**src/rtl/ecp5pll_phase_pkg.sv**
```systemverilog
// Shared types and helpers for the ECP5 PLL dynamic phase stepper.
package ecp5pll_phase_pkg;

  typedef enum logic [2:0] {
    IDLE      = 3'd0,
    WAIT_LOCK = 3'd1,
    SETUP     = 3'd2,
    STEP      = 3'd3,
    LOAD      = 3'd4,
    SETTLE    = 3'd5,
    DONE      = 3'd6
  } state_e;

  // Output index as seen on the wrapper's clk_o vector
  localparam logic [1:0] SEL_CLKOP  = 2'd0;
  localparam logic [1:0] SEL_CLKOS  = 2'd1;
  localparam logic [1:0] SEL_CLKOS2 = 2'd2;
  localparam logic [1:0] SEL_CLKOS3 = 2'd3;

  // A zero-length phase would collapse the pulse timing, so never go below one cycle
  function automatic int unsigned clamp_min1(input int unsigned v);
    return (v == 0) ? 1 : v;
  endfunction

  function automatic int unsigned max3(input int unsigned a, input int unsigned b,
                                       input int unsigned c);
    int unsigned m;
    m = (a > b) ? a : b;
    return (m > c) ? m : c;
  endfunction

endpackage

```
**src/rtl/ecp5pll_phase_stepper_if.sv**
```systemverilog
// Request/status channel between a phase-calibration host and the phase stepper.
interface ecp5pll_phase_stepper_if #(
  parameter int unsigned CNT_W = 8
);
  logic             req_valid;
  logic             req_ready;
  logic [1:0]       req_sel;
  logic             req_dir;
  logic [CNT_W-1:0] req_steps;
  logic             busy;
  logic             done;

  modport master (
    output req_valid, req_sel, req_dir, req_steps,
    input  req_ready, busy, done
  );

  modport slave (
    input  req_valid, req_sel, req_dir, req_steps,
    output req_ready, busy, done
  );
endinterface

```
**src/rtl/phase_step_timer.sv**
```systemverilog
// Loadable down-counter; expired_c is high once the loaded count has run out.
module phase_step_timer #(
  parameter int unsigned W = 5
) (
  input  logic         clk_i,
  input  logic         reset_n,
  input  logic         load,
  input  logic [W-1:0] load_val,
  output logic         expired_c
);

  logic [W-1:0] cnt_q;

  // Loading N-1 makes the owning state last exactly N cycles
  always_ff @(posedge clk_i) begin
    if (!reset_n) begin
      cnt_q <= '0;
    end else if (load) begin
      cnt_q <= load_val;
    end else if (cnt_q != '0) begin
      cnt_q <= cnt_q - W'(1);
    end
  end

  assign expired_c = (cnt_q == '0);

endmodule

```
**src/rtl/ecp5pll_phase_stepper.sv**
```systemverilog
// ECP5 PLL dynamic phase sequencer: turns one step/reload request into timed PHASESTEP/PHASELOADREG pulses.
// Per-output position tracking (pos0..pos3) is built only with PHASE_STEPPER_POS_TRACK_EN defined.
module ecp5pll_phase_stepper
  import ecp5pll_phase_pkg::*;
#(
  parameter int unsigned SETUP_CYCLES  = 4,
  parameter int unsigned PULSE_CYCLES  = 4,
  parameter int unsigned SETTLE_CYCLES = 16,
  parameter int unsigned CNT_W         = 8
) (
  input  logic                   clk_i,
  input  logic                   reset_n,
  ecp5pll_phase_stepper_if.slave req,
  input  logic                   pll_locked,
  output logic [1:0]             phasesel,
  output logic                   phasedir,
  output logic                   phasestep,
  output logic                   phaseloadreg
`ifdef PHASE_STEPPER_POS_TRACK_EN
  ,
  output logic [CNT_W-1:0]       pos0,
  output logic [CNT_W-1:0]       pos1,
  output logic [CNT_W-1:0]       pos2,
  output logic [CNT_W-1:0]       pos3
`endif
);

  localparam int unsigned SETUP_N  = clamp_min1(SETUP_CYCLES);
  localparam int unsigned PULSE_N  = clamp_min1(PULSE_CYCLES);
  localparam int unsigned SETTLE_N = clamp_min1(SETTLE_CYCLES);
  localparam int unsigned MAX_N    = max3(SETUP_N, PULSE_N, SETTLE_N);
  localparam int unsigned TMR_W    = $clog2(MAX_N + 1);

  localparam logic [TMR_W-1:0] SETUP_LD  = TMR_W'(SETUP_N - 1);
  localparam logic [TMR_W-1:0] PULSE_LD  = TMR_W'(PULSE_N - 1);
  localparam logic [TMR_W-1:0] SETTLE_LD = TMR_W'(SETTLE_N - 1);

  localparam logic [2:0] S_IDLE      = IDLE;
  localparam logic [2:0] S_WAIT_LOCK = WAIT_LOCK;
  localparam logic [2:0] S_SETUP     = SETUP;
  localparam logic [2:0] S_STEP      = STEP;
  localparam logic [2:0] S_LOAD      = LOAD;
  localparam logic [2:0] S_SETTLE    = SETTLE;
  localparam logic [2:0] S_DONE      = DONE;

  logic [2:0]       state_q, state_n;
  logic [CNT_W-1:0] rem_q, rem_n;
  logic [1:0]       sel_q, sel_n;
  logic             dir_q, dir_n;
  logic             ready_q, ready_n;
  logic             busy_q, busy_n;
  logic             done_q, done_n;
  logic             step_q, step_n;
  logic             load_q, load_n;

  logic             tmr_load_c;
  logic [TMR_W-1:0] tmr_val_c;
  logic             tmr_expired_c;
  logic             accept_c;

  assign accept_c = req.req_valid && ready_q;

  phase_step_timer #(
    .W (TMR_W)
  ) u_timer (
    .clk_i     (clk_i),
    .reset_n   (reset_n),
    .load      (tmr_load_c),
    .load_val  (tmr_val_c),
    .expired_c (tmr_expired_c)
  );

  // State and registered outputs
  always_ff @(posedge clk_i) begin
    if (!reset_n) begin
      state_q <= S_IDLE;
      rem_q   <= '0;
      sel_q   <= 2'd0;
      dir_q   <= 1'b0;
      ready_q <= 1'b1;
      busy_q  <= 1'b0;
      done_q  <= 1'b0;
      step_q  <= 1'b0;
      load_q  <= 1'b0;
    end else begin
      state_q <= state_n;
      rem_q   <= rem_n;
      sel_q   <= sel_n;
      dir_q   <= dir_n;
      ready_q <= ready_n;
      busy_q  <= busy_n;
      done_q  <= done_n;
      step_q  <= step_n;
      load_q  <= load_n;
    end
  end

  // Next state; the timer is reloaded on every entry into a timed state
  always_comb begin
    state_n    = state_q;
    rem_n      = rem_q;
    sel_n      = sel_q;
    dir_n      = dir_q;
    tmr_load_c = 1'b0;
    tmr_val_c  = '0;

    case (state_q)
      S_IDLE: begin
        if (accept_c) begin
          state_n = S_WAIT_LOCK;
          sel_n   = req.req_sel;
          dir_n   = req.req_dir;
          rem_n   = CNT_W'(req.req_steps);
        end
      end
      S_WAIT_LOCK: begin
        if (pll_locked) begin
          state_n    = S_SETUP;
          tmr_load_c = 1'b1;
          tmr_val_c  = SETUP_LD;
        end
      end
      S_SETUP: begin
        if (tmr_expired_c) begin
          // A zero-step request is the static reload
          state_n    = (rem_q != '0) ? S_STEP : S_LOAD;
          tmr_load_c = 1'b1;
          tmr_val_c  = PULSE_LD;
        end
      end
      S_STEP: begin
        if (tmr_expired_c) begin
          state_n    = S_SETTLE;
          rem_n      = rem_q - CNT_W'(1);
          tmr_load_c = 1'b1;
          tmr_val_c  = SETTLE_LD;
        end
      end
      S_LOAD: begin
        if (tmr_expired_c) begin
          state_n    = S_SETTLE;
          tmr_load_c = 1'b1;
          tmr_val_c  = SETTLE_LD;
        end
      end
      S_SETTLE: begin
        if (tmr_expired_c) begin
          if (rem_q == '0) begin
            state_n = S_DONE;
          end else if (pll_locked) begin
            state_n    = S_SETUP;
            tmr_load_c = 1'b1;
            tmr_val_c  = SETUP_LD;
          end else begin
            state_n = S_WAIT_LOCK;
          end
        end
      end
      S_DONE: begin
        state_n = S_IDLE;
      end
      default: begin
        state_n = S_IDLE;
      end
    endcase

    ready_n = (state_n == S_IDLE);
    busy_n  = (state_n != S_IDLE);
    done_n  = (state_n == S_DONE);
    step_n  = (state_n == S_STEP);
    load_n  = (state_n == S_LOAD);
  end

  assign phasesel     = sel_q;
  assign phasedir     = dir_q;
  assign phasestep    = step_q;
  assign phaseloadreg = load_q;
  assign req.req_ready = ready_q;
  assign req.busy      = busy_q;
  assign req.done      = done_q;

`ifdef PHASE_STEPPER_POS_TRACK_EN
  logic [CNT_W-1:0] pos_q [4];

  // Net step count per output; a static reload returns that output to its programmed phase
  always_ff @(posedge clk_i) begin
    if (!reset_n) begin
      for (int i = 0; i < 4; i++) begin
        pos_q[i] <= '0;
      end
    end else if ((state_q == S_STEP) && tmr_expired_c) begin
      pos_q[sel_q] <= dir_q ? (pos_q[sel_q] + CNT_W'(1)) : (pos_q[sel_q] - CNT_W'(1));
    end else if ((state_q == S_LOAD) && tmr_expired_c) begin
      pos_q[sel_q] <= '0;
    end
  end

  assign pos0 = pos_q[SEL_CLKOP];
  assign pos1 = pos_q[SEL_CLKOS];
  assign pos2 = pos_q[SEL_CLKOS2];
  assign pos3 = pos_q[SEL_CLKOS3];
`endif

endmodule

```
**src/flat_wrapper.sv**
```systemverilog
// flat-port wrapper written by rule: the top's interface ports become plain ports
module ecp5pll_phase_stepper_flat import ecp5pll_phase_pkg::*;
#(
  parameter int unsigned SETUP_CYCLES  = 4,
  parameter int unsigned PULSE_CYCLES  = 4,
  parameter int unsigned SETTLE_CYCLES = 16,
  parameter int unsigned CNT_W         = 8
)
  (clk_i, reset_n, pll_locked, phasesel, phasedir, phasestep, phaseloadreg, req_req_valid, req_req_sel, req_req_dir, req_req_steps, req_req_ready, req_busy, req_done);
  ecp5pll_phase_stepper_if #(.CNT_W(CNT_W)) req_i ();
  input  logic clk_i;
  input  logic reset_n;
  input  logic pll_locked;
  output logic [1:0] phasesel;
  output logic phasedir;
  output logic phasestep;
  output logic phaseloadreg;
  input wire logic [$bits(req_i.req_valid)-1:0] req_req_valid;
  input wire logic [$bits(req_i.req_sel)-1:0] req_req_sel;
  input wire logic [$bits(req_i.req_dir)-1:0] req_req_dir;
  input wire logic [$bits(req_i.req_steps)-1:0] req_req_steps;
  output wire logic [$bits(req_i.req_ready)-1:0] req_req_ready;
  output wire logic [$bits(req_i.busy)-1:0] req_busy;
  output wire logic [$bits(req_i.done)-1:0] req_done;
  assign req_i.req_valid = req_req_valid;
  assign req_i.req_sel = req_req_sel;
  assign req_i.req_dir = req_req_dir;
  assign req_i.req_steps = req_req_steps;
  assign req_req_ready = req_i.req_ready;
  assign req_busy = req_i.busy;
  assign req_done = req_i.done;
  ecp5pll_phase_stepper #(.SETUP_CYCLES(SETUP_CYCLES), .PULSE_CYCLES(PULSE_CYCLES), .SETTLE_CYCLES(SETTLE_CYCLES), .CNT_W(CNT_W)) u_core (.clk_i(clk_i), .reset_n(reset_n), .req(req_i), .pll_locked(pll_locked), .phasesel(phasesel), .phasedir(phasedir), .phasestep(phasestep), .phaseloadreg(phaseloadreg));
endmodule
```
**config.mk**
```make
export PLATFORM = sky130hd
export DESIGN_NAME = ecp5pll_phase_stepper_flat
export DESIGN_NICKNAME = d
export VERILOG_FILES = /design/src/rtl/ecp5pll_phase_pkg.sv /design/src/rtl/ecp5pll_phase_stepper_if.sv /design/src/rtl/phase_step_timer.sv /design/src/rtl/ecp5pll_phase_stepper.sv /design/src/flat_wrapper.sv
export SDC_FILE = /design/constraint.sdc
export NUM_CORES = 1
export LEC_CHECK = 0
export CELL_PAD_IN_SITES_DETAIL_PLACEMENT = 1
export CELL_PAD_IN_SITES_GLOBAL_PLACEMENT = 1
export CORE_ASPECT_RATIO = 1.5
export CORE_UTILIZATION = 33
export CTS_BUF_LIST = sky130_fd_sc_hd__clkbuf_8
export DETAILED_ROUTE_END_ITERATION = 8
export GPL_TIMING_DRIVEN = 0
export PLACE_DENSITY_LB_ADDON = 0.3
export SYNTH_ARGS = -nofsm -noshare
export SYNTH_HDL_FRONTEND = slang
export SYNTH_HIERARCHICAL = 1
export SYNTH_SLANG_ARGS = --single-unit
```
**constraint.sdc**
```tcl
create_clock -name clk_i -period 2.85 [get_ports clk_i]
set_clock_uncertainty 0.15 [all_clocks]
set_input_delay 0.4275 -clock clk_i [delete_from_list [all_inputs] [get_ports clk_i]]
set_output_delay 0.4275 -clock clk_i [all_outputs]
set_load 0.005 [all_outputs]
```
==> summary.md, run 1 <==
| Metric | Value |
|---|---|
| Dpl hpwl | 3030 um |
| Htree depth | 1 |
| Synth Flop Type | dfxtp_1 |
| Post-Synth Simple-Gate Area | 27.1% |
| Setup TNS | 0 ps |
| Commonest non-fill, non-tap cell in the layout | dfxtp_1 |
| Synth Register Bits | 24 |
| Number of global-route vias before repair | 1474 |
| Hold crit path type | flip-flop to flip-flop |
| Synth cell types | 61 |
| GRT Total Usage | 18.1% |
| DRT Pass-1 Iters | 4 |
| Max-Cap Viols | 0 |
| DR vias/cell | 5.77 |
| Share of cells above drive strength 1 | 14.3% |
| Initial antenna violation count | 0 |
| Initial DRC Count | 16 |
| Pre-CTS setup slack | 222 ps |
| Compound-Gate Fraction of Synth Area | 25.1% |
| Die Height | 82.0 um |
| Final worst slack | 513 ps |
| Routed Antenna Nets | 0 |
| Port bufs | 22 |
| Fin. Hold Viols | 0 |
| Critical path type | flip-flop to flip-flop |
| Min cycle time layout | 2340 ps |
| Crit start category | flip-flop |
| Number of flops mapped to enable cells by yosys | 0 |
| Layout fillers | 495 |
| Starting Density | 35.0% |
| I/O pin count | 23 |
| Largest net degree at the start of global routing | 15 |
| Die Wd | 55.4 um |
| GPL Wtd Cong | 0.821 |
| Standard-cell rows | 28 |
| Synth Cell Area | 0.00141 mm2 |
| Static Leak | 0.683 nW |
| Status | finished, final reports clean |
| Crit path DAT | 2410 ps |
| Max Root-Sink Buffers | 2 |
| Required time of the critical path | 2920 ps |
| PD cells | 1020 mW/mm2 |
| Yosys warns | 6 |
| Least-Margin Pin Slew | 562 ps |
| Slew Viols, Final | 0 |
| Peak supply drop | 0.540 mV |
| Syn Inst Count | 166 |
| Seq/Total Area, Yosys | 34.1% |
| Post-CTS sizing | 0 |
| Wire length per cell | 16.6 um |
| Core area | 0.00403 mm2 |
| Mux contribution to synthesized area | 2.93% |
| Num CTS Buffers | 3 |
| Critical-path maximum fanout | 9 |
| Clock Latency Late Sink | 270 ps |
| Hold buffers post-CTS | 0 |
| XOR/XNOR share of the synthesized area | 0.622% |
| Ys async rst share | 0% |
| Final worst path period share | 82.0% |
| Die area | 0.00454 mm2 |
| Residual DRC | 0 |
| Nature of the critical path endpoint | flip-flop |
| Via Count | 1390 |
| CTS sink count | 24 |
| Syn Area/Cell | 8.49 um2 |
| Global route overflow | 0 |
| Clk pin slew, worst setup/hold paths | 90 ps |
| RSZ-0062 raised after global routing | no |
| Fin nets | 215 |
| CTS Root Cell | clkbuf_8 |
| Final WL | 3990 um |
| Ant diodes | 0 |
| Adder-cell area share of the yosys netlist | 2.66% |
| CTS tree | built |
| First-pass GRT wire length | 6590 um |
| Max Fclk | 428 MHz |
| Most frequent cells in the layout | dfxtp_1 (24), clkdlybuf4s50_1 (22), nor2_1 (19) |
| Worst slew margin | 62.6% |
| Largest family of logic cells by synthesized area | simple AND/OR/NAND/NOR gates |
| Synth Net Count | 184 |
| Area growth, synth to finish | 26.8% |
| Setup-failing EPs final | 0 |
## stage by stage
step	instances	hold WS (ps)	util, %	power [mW]	area (um2)
after floorplan	166	325	-	1.18	1410
after global placement	233	328	41.8	1.39	1690
after detailed placement	233	359	41.8	1.44	1690
after CTS	237	384	43.6	1.75	1760
after global routing	241	409	44.3	1.96	1790
final	241	376	44.3	1.82	1790
## layout make-up
type | instances | area, um2 | share of cell area (%)
inverters | 11 | 41.3 | 2.31
clock buffers | 3 | 41.3 | 2.31
multi-input cells | 123 | 827 | 46.3
plain buffers | 8 | 60.1 | 3.36
well taps | 45 | 56.3 | 3.15
repair buffers | 26 | 250 | 14.0
flip-flops and latches | 24 | 480 | 26.9
clock inverters | 1 | 30.0 | 1.68
## state kept, by name, summed over array words and instances (netlist names), 2 cells and up
name,flops
u_core/u_timer/cnt_q,5
u_core/rem_q,8
u_core/state_q,3
u_core/phasesel,2
## metal layers
layer,share of wire [%],GRT usage [%]
met5,0,0
met4,1.0,6.50
met3,1.4,1.89
met2,57,36.7
met1,40,19.1
## worst max-delay path: stages (launching register included)
cell      delay, ps
dfxtp_1         370
inv_1            70
ha_1            240
nor4b_4         150
buf_4           170
a21boi_1        120
o22a_1          190
o21ai_1          80
buf_6           140
or4_1           520
nand3_1          80
## logic make-up after synthesis
group,count (synthesis)
muxes,4
adders and majority gates,3
and+or+nand+nor,65
xor gates and xnor gates,1
AOI/OAI and AO/OA,49
buffers and inverters,19
DFF,24
other,1
## cells in the mapped netlist, drive strengths merged (3+ instances only)
master,n,area [um2]
dfxtp,24,480
nor2,20,77.6
nand2,12,45.0
inv,11,41.3
a21oi,10,53.8
nand3,9,45.0
o21ai,9,45.0
buf,7,56.3
nor3,5,36.3
a211oi,4,30.0
a221oi,3,32.5
ha,3,37.5
mux2i,3,30.0
nand4,3,33.8
o31ai,3,22.5
## power by group
group          switching [mW]  internal (mW)  total [mW]  leakage [nW]
sequential              0.101          0.435       0.536         0.197
clock                   0.121          0.188       0.309        0.0357
combinational           0.524          0.454       0.978         0.450
total                   0.746           1.08        1.82         0.683
## timing repair
action,in CTS,in global routing
endpoints found under the setup margin,0,1
endpoints found under the hold margin,0,0
setup buffers,0,4
## final timing paths
check                                         endpoint  slack (ps)  cells past startpoint                                  from
setup / recovery  u_core/u_timer/cnt_q[1]$_SDFFE_PN0P_         510                     10  u_core/u_timer/cnt_q[0]$_SDFFE_PN0P_
hold / removal         u_core/phasesel[1]$_SDFFE_PN0P_         380                      2       u_core/phasesel[1]$_SDFFE_PN0P_
setup reg to reg  u_core/u_timer/cnt_q[1]$_SDFFE_PN0P_         510                     10  u_core/u_timer/cnt_q[0]$_SDFFE_PN0P_
hold reg to reg        u_core/phasesel[1]$_SDFFE_PN0P_         380                      2       u_core/phasesel[1]$_SDFFE_PN0P_
Note: power is estimated with default switching activity, not from simulation.
==> inputs of run 2 (changes only) <==
clock period = 1.95 ns   (was 2.85 ns; I/O delays follow)
==> run 2 against run 1 <==
Net effect:
- via count up 6.2%
- final area up 16%
- final cell count up 5.8%
- critical path type unchanged
- fmax up 11%
- largest cell class unchanged
- the run now ends with setup timing left
- highest routed layer unchanged
- non-clock buffer count up 14
- die area unchanged
==> summary.md, run 2 (same netlist as run 1, synthesis figures left out) <==
| Metric | Value |
|---|---|
| Status | finished with violations |
| Failing checks | setup timing |
| Reg2Reg Depth | 11 (+1) |
| Reg power frac | 23.8% (-5.6 points) |
| Worst slew margin | 61.3% (-1.3 points) |
| Min-delay src | u_core/phasesel[0]$_SDFFE_PN0P_ |
| CTS tree | built |
| Max reg flops | 8 (unchanged) |
| Required time of the critical path | 1950 ps (-970 ps) |
| Clk pin slew, worst setup/hold paths | 90 ps (about the same) |
| Die Height | 82.0 um (unchanged) |
| Critical path type | flip-flop to flip-flop |
| Fin nets | 229 (+6.5%) |
| Wire length per cell | 18.2 um (+9.8%) |
| Most frequent cells in the layout | clkdlybuf4s50_1 (22), dfxtp_1 (22), nor2_1 (19) |
| Ant diodes | 0 (unchanged) |
| CP max-delay cell | dfxtp_2 |
| GPL Wtd Cong | 0.797 (-2.9%) |
| Min cycle time layout | 2110 ps (-231 ps) |
| Static Leak | 0.818 nW (+20%) |
| Clock share of power | 14.0% (-3.0 points) |
| Initial DRC Count | 36 (+20) |
| Combinational fraction of design power | 62.2% (+8.6 points) |
| Final worst path period share | 108% (+26 points) |
| Setup-failing EPs final | 12 (+12) |
| Nature of the critical path endpoint | flip-flop |
| Least-Margin Pin Slew | 581 ps (+19.5 ps) |
| RR Startpoint | u_core/u_timer/cnt_q[0]$_SDFFE_PN0P_ |
| Hold crit path type | flip-flop to flip-flop |
| CTS sink count | 24 (unchanged) |
| CTS Root Cell | clkbuf_8 |
| PD cells | 1600 mW/mm2 (+56%) |
| Final worst slack | -156 ps (-669 ps) |
| Switching Fraction | 41.7% (+0.78 points) |
| GRT Total Usage | 21.2% (+3.0 points) |
| Crit start category | flip-flop |
| Max Fclk | 475 MHz (+11%) |
| CP Launch Point | u_core/u_timer/cnt_q[0]$_SDFFE_PN0P_ |
| CP cell instances | inv_2 -> ha_4 -> nor4b_4 -> buf_6 -> a21boi_2 -> o22a_1 -> o21ai_2 -> buf_8 -> inv_4 -> nand4_1 -> o311ai_2 |
| I/O pin count | 23 (unchanged) |
| Buffers and inverters on the worst path | 4 (+1) |
| Core area | 0.00403 mm2 (unchanged) |
| Fin util | 51.5% (+7.1 points) |
| Final non-filler cell area | 0.00207 mm2 (+16%) |
| Initial antenna violation count | 0 (unchanged) |
| Number of global-route vias before repair | 1601 (+8.6%) |
| Residual DRC | 0 (unchanged) |
| Hold buffers post-CTS | 0 (unchanged) |
| Hold path cells | 2 (unchanged) |
| Critical-path maximum fanout | 7 (-2) |
| Flop-to-flop setup slack | -160 ps (-670 ps) |
| Dpl hpwl | 3140 um (+3.7%) |
| Die Wd | 55.4 um (unchanged) |
| Peak supply drop | 0.946 mV (+75%) |
| Final WL | 4640 um (+16%) |
| Fin. Hold Viols | 0 (unchanged) |
| Biggest registers after layout | u_core/rem_q: 8 flops, u_core/u_timer/cnt_q: 5 flops, u_core/state_q: 3 flops |
| Top delay family on crit path | compound AO/OA/AOI/OAI gates |
| RSZ-0062 raised after global routing | yes |
| Sw Pwr | 1.38 mW (+85%) |
| Placed cell area | 0.00172 mm2 (+1.9%) |
| Standard-cell rows | 28 (unchanged) |
| Port bufs | 22 (unchanged) |
| Routed Antenna Nets | 0 (unchanged) |
| Area growth, synth to finish | 47.2% |
| Htree depth | 1 (unchanged) |
| Largest net degree at the start of global routing | 15 (unchanged) |
| Largest Register | u_core/rem_q |
| Die area | 0.00454 mm2 (unchanged) |
| Slowest stage delay, CP | 330 ps (-190 ps) |
| Starting Density | 35.0% (unchanged) |
| Max-Cap Viols | 0 (unchanged) |
| Share of cells above drive strength 1 | 34.8% (+20 points) |
| Hold Crit Endpoint | u_core/phasesel[0]$_SDFFE_PN0P_ |
| Pre-CTS setup slack | -487 ps (-710 ps) |
| DRT Pass-1 Iters | 4 (unchanged) |
| Internal | 1.93 mW (+79%) |
| DR vias/cell | 5.79 (+0.36%) |
| Global route overflow | 0 (unchanged) |
| Via Count | 1476 (+6.2%) |
| Num CTS Buffers | 3 (unchanged) |
| First-pass GRT wire length | 7440 um (+13%) |
| Max Root-Sink Buffers | 2 (unchanged) |
| Slew Viols, Final | 0 (unchanged) |
| Crit path DAT | 2110 ps (-300 ps) |
| Clock Latency Late Sink | 290 ps (+20 ps) |
| Crit Reg-Reg Endpoint | u_core/u_timer/cnt_q[0]$_SDFFE_PN0P_ |
run 2: cell count changes in the layout (fill, tap and decap cells not counted), sizes merged:
cell / before / now
buf: 11 / 25
run 2: what timing repair did:
action	4_1_cts	5_1_grt
setup buffers	16	4
pin swaps	15	12
gates resized for setup	18	13
setup endpoints to repair	21	21
run 2: area by class of cell:
class,count,area (um2)
Tap cell,45,56.3
Clock inverter,1,30.0
Timing Repair Buffer,41,385
Buffer,7,52.6
Multi-Input combinational cell,123,982
Fill cell,465,1950
Inverter,11,43.8
Sequential cell,24,483
Clock buffer,3,41.3
run 2: worst max path at each step:
stage / slack [ps] / to / cells past startpoint
6_report: -160 / u_core/u_timer/cnt_q[0]$_SDFFE_PN0P_ / 11
5_1_grt: -220 / u_core/u_timer/cnt_q[0]$_SDFFE_PN0P_ / 11
4_1_cts: -110 / u_core/req.busy$_SDFF_PN0_ / 9
3_5_place_dp: -490 / u_core/u_timer/cnt_q[0]$_SDFFE_PN0P_ / 10
3_3_place_gp: -410 / u_core/req.req_ready$_SDFF_PN1_ / 7
2_1_floorplan: -130 / u_core/req.busy$_SDFF_PN0_ / 7
run 2: worst reg2reg max path, cell delays in order, from the launching register on:
cell,delay [ps]
dfxtp_2,330
inv_2,70
ha_4,120
nor4b_4,190
buf_6,170
a21boi_2,50
o22a_1,220
o21ai_2,190
buf_8,150
inv_4,50
nand4_1,140
o311ai_2,150
run 2: power by group through the flow:
stage | clock [mW] | sequential [mW] | combinational, mW
4_1_cts | 0.474 | 0.783 | 1.86
2_1_floorplan | 0 | 0.771 | 1.02
5_1_grt | 0.481 | 0.810 | 2.24
3_5_place_dp | 0 | 0.801 | 1.40
6_report | 0.462 | 0.789 | 2.06
3_3_place_gp | 0 | 0.790 | 1.31
run 2: per-stage QoR:
| stage | power (mW) | setup TNS, ps | hold slack [ps] | cells |
|---|---|---|---|---|
| 2_1_floorplan | 1.79 | -900 | 214 | 166 |
| 3_3_place_gp | 2.10 | -5990 | 326 | 233 |
| 3_5_place_dp | 2.20 | -8220 | 345 | 233 |
| 4_1_cts | 3.11 | -745 | 364 | 252 |
| 5_1_grt | 3.53 | -2000 | 388 | 255 |
| 6_report | 3.31 | -541 | 353 | 255 |
run 2: routing by layer:
layer  track usage [%]  share of wire [%]  up-vias
met2              42.3                 57       25
met1              20.2                 37      735
met4              14.0                3.7        0
met5                 0                  0        -
met3              2.52                2.0       13
li1                  -                  -      703
==> inputs of run 3 (changes only) <==
clock period = 1.88 ns   (was 1.95 ns; I/O delays follow)
==> run 3 against run 2 <==
Net effect:
- the run still ends with setup timing left
- via count is 2.1% lower
- clock power fell by 23%
- global-route usage down 2.2 points
- combinational power shrank 2%
- final cell count decreased by 0.78%
- largest power group unchanged
- critical endpoint is now u_core/u_timer/cnt_q[3]$_SDFFE_PN0P_
- routed wire length down 7.8%
- core utilization shrank 0.96 points
- sequential power increased by 4.6%
- register-to-register slack barely moved
- sequential share of layout area increased by 0.44 points
==> summary.md, run 3 (same netlist as run 1, synthesis figures left out) <==
| Metric | Value |
|---|---|
| CTS tree | built |
| Core area | 0.00403 mm2 (unchanged) |
| DRT Pass-1 Iters | 4 (unchanged) |
| CTS Root Cell | clkbuf_8 |
| Largest Register | u_core/rem_q |
| Fin nets | 227 (-0.87%) |
| Final worst slack | -157 ps (-1.61 ps) |
| I/O pin count | 23 (unchanged) |
| Residual DRC | 0 (unchanged) |
| Peak supply drop | 0.824 mV (-13%) |
| Die area | 0.00454 mm2 (unchanged) |
| Static Leak | 0.793 nW (-3.0%) |
| Num CTS Buffers | 3 (unchanged) |
| GRT Total Usage | 18.9% (-2.2 points) |
| RSZ-0062 raised after global routing | yes |
| Setup TNS | -1550 ps (-1010 ps) |
| Standard-cell rows | 28 (unchanged) |
| Final WL | 4280 um (-7.8%) |
| GPL Wtd Cong | 0.813 (+2.0%) |
| Slew Viols, Final | 0 (unchanged) |
| Critical-path maximum fanout | 8 (+1) |
| Clk pin slew, worst setup/hold paths | 90 ps (about the same) |
| Min cycle time layout | 2040 ps (-68.4 ps) |
| Clock Latency Late Sink | 270 ps (-20 ps) |
| Critical path type | flip-flop to flip-flop |
| Worst slew margin | 55.0% (-6.2 points) |
| Dpl hpwl | 2900 um (-7.7%) |
| Die Height | 82.0 um (unchanged) |
| CTS sink count | 24 (unchanged) |
| Final worst path period share | 108% (+0.38 points) |
| Number of global-route vias before repair | 1542 (-3.7%) |
| Port bufs | 22 (unchanged) |
| Fin util | 50.5% (-0.96 points) |
| Wire length per cell | 16.9 um (-7.0%) |
| Hold crit path type | flip-flop to flip-flop |
| Max-Cap Viols | 0 (unchanged) |
| Max Fclk | 491 MHz (+3.4%) |
| Routed Antenna Nets | 0 (unchanged) |
| Layout fillers | 452 (-2.8%) |
| Share of cells above drive strength 1 | 32.2% (-2.6 points) |
| Total power | 3.20 mW (-3.4%) |
| Hold buffers post-CTS | 0 (unchanged) |
| Die Wd | 55.4 um (unchanged) |
| Via Count | 1445 (-2.1%) |
| DR vias/cell | 5.71 (-1.3%) |
| PD cells | 1570 mW/mm2 (-1.6%) |
| Most frequent cells in the layout | clkdlybuf4s50_1 (22), dfxtp_1 (22), nor2_1 (18) |
| Biggest registers after layout | u_core/rem_q: 8 flops, u_core/u_timer/cnt_q: 5 flops, u_core/state_q: 3 flops |
| Fin. Hold Viols | 0 (unchanged) |
| Hold slack | 359 ps (+6.12 ps) |
| Status | finished with violations |
| Least-Margin Pin Slew | 674 ps (+93.3 ps) |
| Htree depth | 1 (unchanged) |
| Initial antenna violation count | 0 (unchanged) |
| Nature of the critical path endpoint | flip-flop |
| Max Root-Sink Buffers | 2 (unchanged) |
| Starting Density | 35.0% (unchanged) |
| Ant diodes | 0 (unchanged) |
| Setup-failing EPs final | 18 (+6) |
| Required time of the critical path | 1880 ps (-70 ps) |
| Pre-CTS setup slack | -558 ps (-70.8 ps) |
| Failing checks | setup timing |
| Global route overflow | 0 (unchanged) |
| Crit start category | flip-flop |
| Max reg flops | 8 (unchanged) |
| Largest net degree at the start of global routing | 14 (-1) |
| First-pass GRT wire length | 6840 um (-8.0%) |
| Area growth, synth to finish | 44.5% |
| Initial DRC Count | 19 (-47%) |
| Crit path DAT | 2030 ps (-80 ps) |
run 3: changes by cell type in the layout (fill, tap and decap cells not counted), moves of 2 or more:
cell,change
a211oi_1,-2
a211oi_2,+2
a21oi_1,-2
a21oi_2,+2
a221oi_1,+2
a221oi_2,-2
buf_4,-3
o21ai_1,+2
o21ai_2,-2
run 3: final timing paths:
kind,from,to,slack (ps),cells after the start
worst max-delay path,u_core/u_timer/cnt_q[0]$_SDFFE_PN0P_,u_core/u_timer/cnt_q[3]$_SDFFE_PN0P_,-160,12
worst min-delay path,u_core/phasesel[1]$_SDFFE_PN0P_,u_core/phasesel[1]$_SDFFE_PN0P_,360,2
worst max register to register,u_core/u_timer/cnt_q[0]$_SDFFE_PN0P_,u_core/u_timer/cnt_q[3]$_SDFFE_PN0P_,-160,12
worst min register to register,u_core/phasesel[1]$_SDFFE_PN0P_,u_core/phasesel[1]$_SDFFE_PN0P_,360,2
run 3: metrics by stage:
stage                     cells  instance area (um2)
after floorplan             166                 1450
after global placement      233                 1730
after detailed placement    233                 1730
after CTS                   251                 1940
after global routing        253                 2040
final                       253                 2040
run 3: timing repair:
action / 4_1_cts / 5_1_grt
setup buffers: 14 / 2
endpoints found under the setup margin: 21 / 21
cloned: 1 / 0
pin swaps: 12 / 8
resized for setup: 12 / 15
hold endpoints to repair: 0 / 0
run 3: cell type report:
type	count	area (um2)	share of cell area, %
multi-input cells	123	971	47.7
flip-flops and latches	24	483	23.7
repair buffers	38	363	17.8
plain buffers	8	63.8	3.13
well taps	45	56.3	2.77
clock buffers	4	55.1	2.70
inverters	11	43.8	2.15
run 3: power by group:
part / switching [mW] / total, mW / leakage [nW] / internal (mW)
logic: 1.02 / 2.02 / 0.567 / 0.996
clock network: 0.170 / 0.357 / 0.0288 / 0.187
registers: 0.162 / 0.825 / 0.198 / 0.663
total: 1.35 / 3.20 / 0.793 / 1.85
run 3: worst max-delay path, cell delays in order (launching register included):
cell	delay, ps
dfxtp_2	340
inv_2	70
ha_4	130
nor4b_4	190
buf_6	170
a21boi_2	60
o22a_1	220
o21ai_2	140
buf_6	120
buf_8	110
nor2_1	40
o2111ai_1	80
o211ai_1	110
run 3: layer usage:
| metal | up-vias | GRT usage (%) | share of wire (%) |
|---|---|---|---|
| li1 | 701 | - | - |
| met4 | 0 | 6.00 | 0.54 |
| met1 | 718 | 20.1 | 41 |
| met3 | 2 | 2.68 | 1.8 |
| met2 | 24 | 38.0 | 57 |
| met5 | - | 0 | 0 |
